`src/rtl/rdoq_level_decider.sv`:
```
// RDOQ per-coefficient level decision: issues up to three candidates (max, max-1, 0)
// into Dist_Cal, adds lambda*rate to each returned distortion and keeps the cheapest.
module rdoq_level_decider #(
  parameter int LEVEL_WIDTH     = 64,
  parameter int ABS_LEVEL_WIDTH = 32,
  parameter int QBITS_WIDTH     = 6,
  parameter int SCALE_WIDTH     = 32,
  parameter int DIST_WIDTH      = 162,
  parameter int RATE_WIDTH      = 16,
  parameter int LAMBDA_WIDTH    = 32,
  parameter int COST_WIDTH      = DIST_WIDTH + 1
) (
  input  logic                       clk,
  input  logic                       rst_n,
  input  logic                       coef_valid,
  output logic                       coef_ready,
  input  logic [LEVEL_WIDTH-1:0]     coef_level_double,
  input  logic [ABS_LEVEL_WIDTH-1:0] coef_max_abs,
  input  logic [QBITS_WIDTH-1:0]     coef_q_bits,
  input  logic [SCALE_WIDTH-1:0]     coef_err_scale,
  input  logic [RATE_WIDTH-1:0]      coef_rate_max,
  input  logic [RATE_WIDTH-1:0]      coef_rate_max_m1,
  input  logic [RATE_WIDTH-1:0]      coef_rate_zero,
  input  logic [LAMBDA_WIDTH-1:0]    lambda,
  output logic                       dist_valid_in,
  output logic [LEVEL_WIDTH-1:0]     dist_l_level_double,
  output logic [ABS_LEVEL_WIDTH-1:0] dist_ui_abs_level,
  output logic [QBITS_WIDTH-1:0]     dist_i_q_bits,
  output logic [SCALE_WIDTH-1:0]     dist_error_scale,
  input  logic                       dist_valid_out,
  input  logic [DIST_WIDTH-1:0]      dist_distortion,
  output logic                       res_valid,
  input  logic                       res_ready,
  output logic [ABS_LEVEL_WIDTH-1:0] res_abs_level,
  output logic [COST_WIDTH-1:0]      res_cost,
  output logic                       err_unexpected
);
  localparam int PROD_WIDTH = LAMBDA_WIDTH + RATE_WIDTH;

  typedef enum logic [1:0] {IDLE, ISSUE, WAIT, OUT} state_t;
  state_t st, nst;

  logic [1:0]                       n_cnt, iss_idx, rcv_idx, n_new;
  logic [LEVEL_WIDTH-1:0]           lvl_q;
  logic [ABS_LEVEL_WIDTH-1:0]       max_q;
  logic [QBITS_WIDTH-1:0]           qb_q;
  logic [SCALE_WIDTH-1:0]           scale_q;
  logic [LAMBDA_WIDTH-1:0]          lam_q;
  logic [2:0][RATE_WIDTH-1:0]       rate_q;   // [0]=max, [1]=max-1, [2]=zero
  logic [2:0][PROD_WIDTH-1:0]       prod_q;   // lambda*rate per issue slot
  logic [2:0][ABS_LEVEL_WIDTH-1:0]  cand_q;   // level per issue slot
  logic                             ready_q;

  logic                       accept, rcv_fire, last_issue, last_rcv;
  logic [ABS_LEVEL_WIDTH-1:0] cand;
  logic [RATE_WIDTH-1:0]      rate_sel;
  logic [COST_WIDTH-1:0]      cost;

  assign accept     = coef_valid && ready_q;
  assign rcv_fire   = (st == WAIT) && dist_valid_out;
  assign last_issue = (iss_idx == n_cnt - 2'd1);
  assign last_rcv   = (rcv_idx == n_cnt - 2'd1);
  assign n_new      = (coef_max_abs == '0) ? 2'd1 :
                      (coef_max_abs == ABS_LEVEL_WIDTH'(1)) ? 2'd2 : 2'd3;

  // The last issue is always level 0; earlier ones count down from max.
  always_comb begin
    cand     = '0;
    rate_sel = rate_q[2];
    if (!last_issue) begin
      cand     = max_q - ABS_LEVEL_WIDTH'(iss_idx);
      rate_sel = (iss_idx == 2'd0) ? rate_q[0] : rate_q[1];
    end
  end

  assign cost = COST_WIDTH'(dist_distortion) + COST_WIDTH'(prod_q[rcv_idx]);

  always_ff @(posedge clk or negedge rst_n) begin
    if (!rst_n) st <= IDLE;
    else        st <= nst;
  end

  always_comb begin
    nst = st;
    case (st)
      IDLE:    if (accept) nst = ISSUE;
      ISSUE:   if (last_issue) nst = WAIT;
      WAIT:    if (rcv_fire && last_rcv) nst = OUT;
      OUT:     if (res_ready) nst = IDLE;
      default: nst = IDLE;
    endcase
  end

  always_comb begin
    coef_ready = ready_q;
    res_valid  = (st == OUT);
  end

  // ready is registered so it stays low throughout reset and rises on the first edge after.
  always_ff @(posedge clk or negedge rst_n) begin
    if (!rst_n) begin
      ready_q             <= 1'b0;
      n_cnt               <= '0;
      iss_idx             <= '0;
      rcv_idx             <= '0;
      lvl_q               <= '0;
      max_q               <= '0;
      qb_q                <= '0;
      scale_q             <= '0;
      lam_q               <= '0;
      rate_q              <= '0;
      prod_q              <= '0;
      cand_q              <= '0;
      dist_valid_in       <= 1'b0;
      dist_l_level_double <= '0;
      dist_ui_abs_level   <= '0;
      dist_i_q_bits       <= '0;
      dist_error_scale    <= '0;
      res_abs_level       <= '0;
      res_cost            <= '0;
      err_unexpected      <= 1'b0;
    end else begin
      ready_q       <= (nst == IDLE);
      dist_valid_in <= (st == ISSUE);
      if (accept) begin
        lvl_q   <= coef_level_double;
        max_q   <= coef_max_abs;
        qb_q    <= coef_q_bits;
        scale_q <= coef_err_scale;
        lam_q   <= lambda;
        rate_q  <= {coef_rate_zero, coef_rate_max_m1, coef_rate_max};
        n_cnt   <= n_new;
        iss_idx <= '0;
        rcv_idx <= '0;
      end
      if (st == ISSUE) begin
        dist_l_level_double <= lvl_q;
        dist_ui_abs_level   <= cand;
        dist_i_q_bits       <= qb_q;
        dist_error_scale    <= scale_q;
        prod_q[iss_idx]     <= PROD_WIDTH'(lam_q) * PROD_WIDTH'(rate_sel);
        cand_q[iss_idx]     <= cand;
        iss_idx             <= iss_idx + 2'd1;
      end
      // Strict compare: on a tie the earlier (higher) level wins.
      if (rcv_fire) begin
        if (rcv_idx == 2'd0 || cost < res_cost) begin
          res_cost      <= cost;
          res_abs_level <= cand_q[rcv_idx];
        end
        rcv_idx <= rcv_idx + 2'd1;
      end
      if (dist_valid_out && st != WAIT) err_unexpected <= 1'b1;
    end
  end
endmodule

```
`config.mk`:
```
export PLATFORM = sky130hd
export DESIGN_NAME = rdoq_level_decider
export DESIGN_NICKNAME = d
export VERILOG_FILES = /design/src/rtl/rdoq_level_decider.sv
export SDC_FILE = /design/constraint.sdc
export NUM_CORES = 2
export LEC_CHECK = 0
export BUFFER_PORTS_ARGS = -buffer_cell sky130_fd_sc_hd__buf_2
export CAP_MARGIN = 30
export CORE_UTILIZATION = 36
export CTS_CLUSTER_SIZE = 16
export DETAILED_ROUTE_END_ITERATION = 12
export PLACE_DENSITY = 0.61
export SETUP_SLACK_MARGIN = 0.5
export SLEW_MARGIN = 0
export SYNTH_ARGS = -nofsm -noshare
export SYNTH_HDL_FRONTEND = slang
export SYNTH_SLANG_ARGS = --single-unit
```
`constraint.sdc`:
```
create_clock -name clk -period 17.4 [get_ports clk]
set_clock_uncertainty 0.1 [all_clocks]
set_input_delay 1.74 -clock clk [delete_from_list [all_inputs] [get_ports clk]]
set_output_delay 1.74 -clock clk [all_outputs]
set_load 0.02 [all_outputs]
```
* Yosys cells after proc, flatten, opt, wreduce, memory -nomap -nowiden
Index checks and enable logic that the tools add are counted.
Storage, ports and cells: bits in registers 794, input bits 381, output and inout port bits 333, word-level logic and storage cells 81
Cells by class: add/subtract/negate cells 5, $mul 1, order comparisons 4, eq/ne operators 7, mux-type cells 23, reduce and logical (&&, ||, !) cells 14
Operator list (number):
- $add 162x48->163 | 1
- $lt 163x163->1 | 1
- $bwmux 144 | 1
- $bmux 48 s2 | 1
- $bwmux 96 | 1
- $demux 48 s2 | 1
- $mux 32 | 3
- $mux 48 | 2
- $bmux 32 s2 | 1
- $demux 32 s2 | 1
- $mul 32x16->48 | 1
- $eq 32x1->1 const B | 1
- $logic_not 32->1 | 1
- $mux 16 | 2
- $sub 32x2->32 | 1
- $mux 2 | 8
- $logic_not 2->1 | 4
- $pmux 2 s4 | 1
- $lt 2x3->1 const B | 2
- $logic_and 1x1->1 | 5
- $add 2x1->2 const B | 2
- $eq 2x2->1 | 2
- $eq 2x2->1 const B | 2
- $reduce_bool 2->1 | 2
- 7 further kinds | 7

* Longest topological paths before layout
depth after elaboration 6, depth in mapped cells 32, gate-level depth less buffers 29

* Least setup slack after synthesis
Ideal clock, no wire load.
kind reg2reg, from register iss_idx[1], to register prod_q[141] in the netlist's numbering, setup time 69 ps, arrival 7871 ps, data required time 17231 ps, path slack 9360 ps, cell stages (with the launch flop) 28, path buffers 3, clock period less this slack 8040 ps, cells stage by stage dfrtp_1 > inv_1 > ha_1 > clkbuf_1 > buf_1 > mux2i_1 > o21ai_0 > clkbuf_1 > nand2_1 > fa_1 > fa_1 > inv_1 > fa_1 > fa_1 > fa_1 > inv_1 > fa_1 > inv_1 > ha_1 > and3_1 > nand2_1 > nand3b_1 > a21boi_0 > o21ai_1 > and4_1 > or3_1 > or4_1 > nand3_1
Between the ends: word-level cells in the longest chain between the ends 5, elaborated cells between the ends (all ways) 11, classes of those cells 1 x mul; 2 x order compare; 1 x eq/ne; 5 x mux; 2 x reduce/logical
Ends and longest elaborated chain:
- start, declared | line 43 | logic [1:0] n_cnt, iss_idx, rcv_idx, n_new;
- start signal, assigned | line 143 | iss_idx <= iss_idx + 2'd1;
- $logic_not 2->1 (tied with other cells) | line 72 | rate_sel = (iss_idx == 2'd0) ? rate_q[0] : rate_q[1];
- $mux 16 or $logic_and 1x1->1 (tied branches) | line 72, 141
- $mux 16 or $mux 48 (tied branches) | line 70, 141
- $mul 32x16->48 or $demux 48 s2 (tied branches) | line 141 | prod_q[iss_idx] <= PROD_WIDTH'(lam_q) * PROD_WIDTH'(rate_sel);
- $bwmux 144 (*) | line 141
- end signal, assigned by index | line 141
- end, declared | line 50 | logic [2:0][PROD_WIDTH-1:0] prod_q;
Every way passes the cells marked *; elsewhere a longest branch is shown, timed or not. A chain may end at the register's enable or synchronous reset.

* Worst setup path in the final report
from register rcv_idx[0], to register res_abs_level[7]
Between the ends: word-level cells in the longest chain between the ends 6, elaborated cells between the ends (all ways) 9, classes of those cells 1 x add/sub; 1 x order compare; 4 x mux; 3 x reduce/logical
Ends and longest elaborated chain:
- start, declared | line 43
- start signal, assigned | line 151 | rcv_idx <= rcv_idx + 2'd1;
- $bmux 48 s2 | line 76 | assign cost = COST_WIDTH'(dist_distortion) + COST_WIDTH'(prod_q[rcv_idx]);
- $mux 48 (not written as such) | line 76
- $add 162x48->163 | line 76
- via cost[64] | line 57 | logic [COST_WIDTH-1:0] cost;
- $lt 163x163->1 | line 147 | if (rcv_idx == 2'd0 || cost < res_cost) begin
- $logic_or 1x1->1 | line 147
- $reduce_and 2->1 (no source line)
- end signal, assigned | line 149 | res_abs_level <= cand_q[rcv_idx];
- end, declared | line 34 | output logic [ABS_LEVEL_WIDTH-1:0] res_abs_level,
The timed path passes the listed nets, and every way through them passes these cells. The select of a mux whose other input is x is not followed.

==> metrics.csv <==
stage,metric,value,unit
outcome,outcome,"complete, no violations",
setup_path,Crit Path Category,reg2reg,
layout,most frequent cells in the layout,"nand2_1 (1823), dfrtp_1 (792), buf_2 (714)",
setup_path,Worst R2R Start,rcv_idx[0]$_DFFE_PN0P_,
synth,asr flop ratio synth,1.000,
clocking,clock sinks,794,
setup_path,crit-path max FO,64,
sta,final-report setup violation count,0,
routing,Via density,5.222,
global_route,initial antenna violation count,48,
setup_path,slowest CP cell,dfrtp_2,
clocking,cts-stage hold buffer count,0,
clocking,H-tree Lvls,3,
place,gpl congestion,0.9737,
place,Detailed Place HPWL,154300,um
global_route,grt total ovfl,0,
synth,synthesized area,58520,sq um
clocking,CTS Root Cell,clkbuf_16,
setup_path,CP endpoint kind,flip-flop,
floorplanning,Die X-Extent,405.2,um
layout,Final nets,8376,
clocking,Setup Buffers After CTS,0,
sta,final hold vios,0,
routing,Via Count,49560,
sta,Worst-Margin Slew,1042,ps
floorplanning,die area,164200,sq um
sta,fin crit period,10980,ps
synth,Syn Area/Cell,8.736,sq um
layout,layout cells sized above 1,0.1552,
clocking,TritonCTS buffer count,93,
routing,routed len/inst,21.48,um
sta,Slew headroom,0.3028,
global_route,vias in the first global route,49360,
floorplanning,Initial Utilization,0.3636,
global_route,largest net degree at the start of global routing,157,
setup_path,crit path launch,rcv_idx[0]$_DFFE_PN0P_,
clocking,"Reg clk slew, reported paths",60,ps
sta,Pins Over Slew Limit,0,
clocking,Max clock buf depth,3,
clocking,post-CTS resize count,0,
sta,post-route setup TNS,0,ps
routing,initial DRC count,3904,
sta,Tcrit/Tclk final,0.6308,
global_route,first-pass GRT wire length,306300,um
synth,syn nets,7835,
floorplanning,num ports,714,
clocking,Worst-Skew Late Latency,740,ps
global_route,Total GRT Usage,0.2445,
synth,#FFs+latches synth,794,
floorplanning,FP Rows,147,
setup_path,critical path's largest stage delay,970,ps
setup_path,data arrival time of the critical path,11470,ps
place,dpl cell area,64310,sq um
routing,DRT antenna net count,0,
layout,synthesis-to-layout area growth,15.64,%
sta,maximum clock frequency,91.11,MHz
run,MaxCap Viol Count,0,
synth,Syn Inst Count,6698,
sta,RSZ-0062 raised after global routing,false,
floorplanning,Die Y,405.2,um
floorplanning,core box area,160900,sq um
layout,"commonest non-fill, non-tap cell in the layout",nand2_1,
synth,Synth Flop Type,dfrtp_1,
clocking,CTS tree,done,
layout,fill cell count,16050,
setup_path,most frequent CP cell,buf_4,
synth,synth unique cells,79,
routing,detailed-route DRC error count,0,
routing,DRT Wirelength,203800,um
synth,"EDFF count, synth",0,
place,port buffer count,713,
setup_path,startpoint types,flip-flop,
synth,Synth warnings,0,
setup_path,WP data required,17890,ps
routing,Pre-antenna DRT Iters,5,
layout,final non-filler cell area,67670,sq um
min_path,min-delay worst type,reg2reg,
synth,post-synthesis sequential area ratio,0.3395,
min_path,worst min-delay path startpoint,lvl_q[58]$_DFFE_PN0P_,
==> metrics by stage <==
stage / setup WS [ps] / instances / hold WS, ps / util
after floorplan: 9360 / 6698 / 338.6 / -
after global placement: 6629 / 9293 / 338.9 / 0.3985
after detailed placement: 6614 / 9302 / 339.9 / 0.3996
after CTS: 6537 / 9469 / 350.9 / 0.4198
after global routing: 5926 / 9481 / 379.3 / 0.4203
final: 6424 / 9489 / 348.3 / 0.4205
==> synth_stat cells (11+ instances only) <==
| master | n | area share |
|---|---|---|
| nand2_1 | 1828 | 0.12 |
| o21bai_1 | 24 | 0.0031 |
| inv_1 | 670 | 0.043 |
| nand4_1 | 93 | 0.0099 |
| buf_1 | 20 | 0.0013 |
| ha_1 | 336 | 0.072 |
| xnor2_1 | 102 | 0.015 |
| a21oi_1 | 203 | 0.017 |
| and3_1 | 42 | 0.0045 |
| nor4_1 | 34 | 0.0036 |
| and4_1 | 14 | 0.0021 |
| buf_2 | 11 | 0.00094 |
| dfrtp_1 | 794 | 0.34 |
| a211oi_1 | 27 | 0.0035 |
| mux2i_1 | 96 | 0.016 |
| nand2b_1 | 16 | 0.0017 |
| mux2_2 | 145 | 0.028 |
| nor2_1 | 138 | 0.0089 |
| or3_1 | 34 | 0.0036 |
| o31ai_1 | 15 | 0.0019 |
| nor3_1 | 86 | 0.0074 |
| nand3_1 | 101 | 0.0086 |
| a21o_1 | 62 | 0.0080 |
| and2_1 | 222 | 0.024 |
| a31oi_1 | 28 | 0.0030 |
| o21ai_0 | 497 | 0.043 |
| or4_1 | 18 | 0.0023 |
| nor2b_1 | 13 | 0.0014 |
| fa_1 | 420 | 0.14 |
| o211ai_1 | 19 | 0.0024 |
| xor2_1 | 119 | 0.018 |
| clkbuf_1 | 292 | 0.019 |
| o21ai_1 | 16 | 0.0014 |
==> path summary, 6_finish.rpt <==
check	slack, ps	endpoint	cells past startpoint
setup / recovery	6420	res_abs_level[7]$_DFFE_PN0P_	27
hold / removal	350	dist_l_level_double[58]$_DFFE_PN0P_	2
setup reg to reg	6420	res_abs_level[7]$_DFFE_PN0P_	27
hold reg to reg	350	dist_l_level_double[58]$_DFFE_PN0P_	2
max in group asynchronous	12930	lvl_q[56]$_DFFE_PN0P_	7
min in group asynchronous	890	res_cost[13]$_DFFE_PN0P_	1
==> layout make-up <==
| cell class | instances | area [sq um] | area share |
|---|---|---|---|
| diodes | 18 | 45.04 | 0.0006657 |
| clock buffers | 128 | 2679 | 0.03959 |
| clock inverters | 39 | 579.3 | 0.008561 |
| inverters | 670 | 2517 | 0.03720 |
| multi-input cells | 4903 | 35050 | 0.5180 |
| flip-flops and latches | 794 | 19870 | 0.2937 |
| well taps | 2160 | 2703 | 0.03994 |
| repair buffers | 777 | 4215 | 0.06230 |
==> registers in the layout, summed over array words and instances (netlist names), 2 cells and up <==
register / flops
iss_idx: 2
scale_q: 32
rate_q: 48
qb_q: 6
dist_ui_abs_level: 32
n_cnt: 2
st: 2
dist_l_level_double: 64
rcv_idx: 2
cand_q: 96
lvl_q: 64
prod_q: 144
dist_i_q_bits: 6
res_abs_level: 32
lam_q: 32
dist_error_scale: 32
res_cost: 163
max_q: 32
==> cells by family (layout without fill, tap and decap cells) <==
logic type / count (synthesis) / in the layout / synth area share
adders and majority gates: 756 / 756 / 0.2155
AOI/OAI and AO/OA: 992 / 992 / 0.09825
buffers and inverters: 1001 / 1614 / 0.06547
other: 0 / 18 / 0
xor gates and xnor gates: 221 / 221 / 0.03308
DFF: 794 / 794 / 0.3395
and+or+nand+nor: 2684 / 2684 / 0.2021
muxes: 250 / 250 / 0.04606
==> per-layer routing <==
metal / wire length, um / vias to the layer above / GRT usage / share of wire
met3: 16150 / 372 / 0.05652 / 0.079
met4: 6660 / 44 / 0.08074 / 0.033
met5: 264 / - / 0 / 0.0013
met2: 92890 / 1791 / 0.3873 / 0.46
met1: 87870 / 24440 / 0.3281 / 0.43
li1: - / 22910 / - / -
==> worst max-delay path, delay by kind of cell (launching register included) <==
kind	cells	cell delay, ps
AOI/OAI and AO/OA	12	3970
xor gates and xnor gates	1	410
adders and majority gates	3	980
buffers and inverters	5	1940
DFF	1	970
muxes	1	410
and+or+nand+nor	5	1830
Power is left out: the tool's default activity adds up to more than one toggle a clock period on the data nets, which glitch-free logic cannot reach.
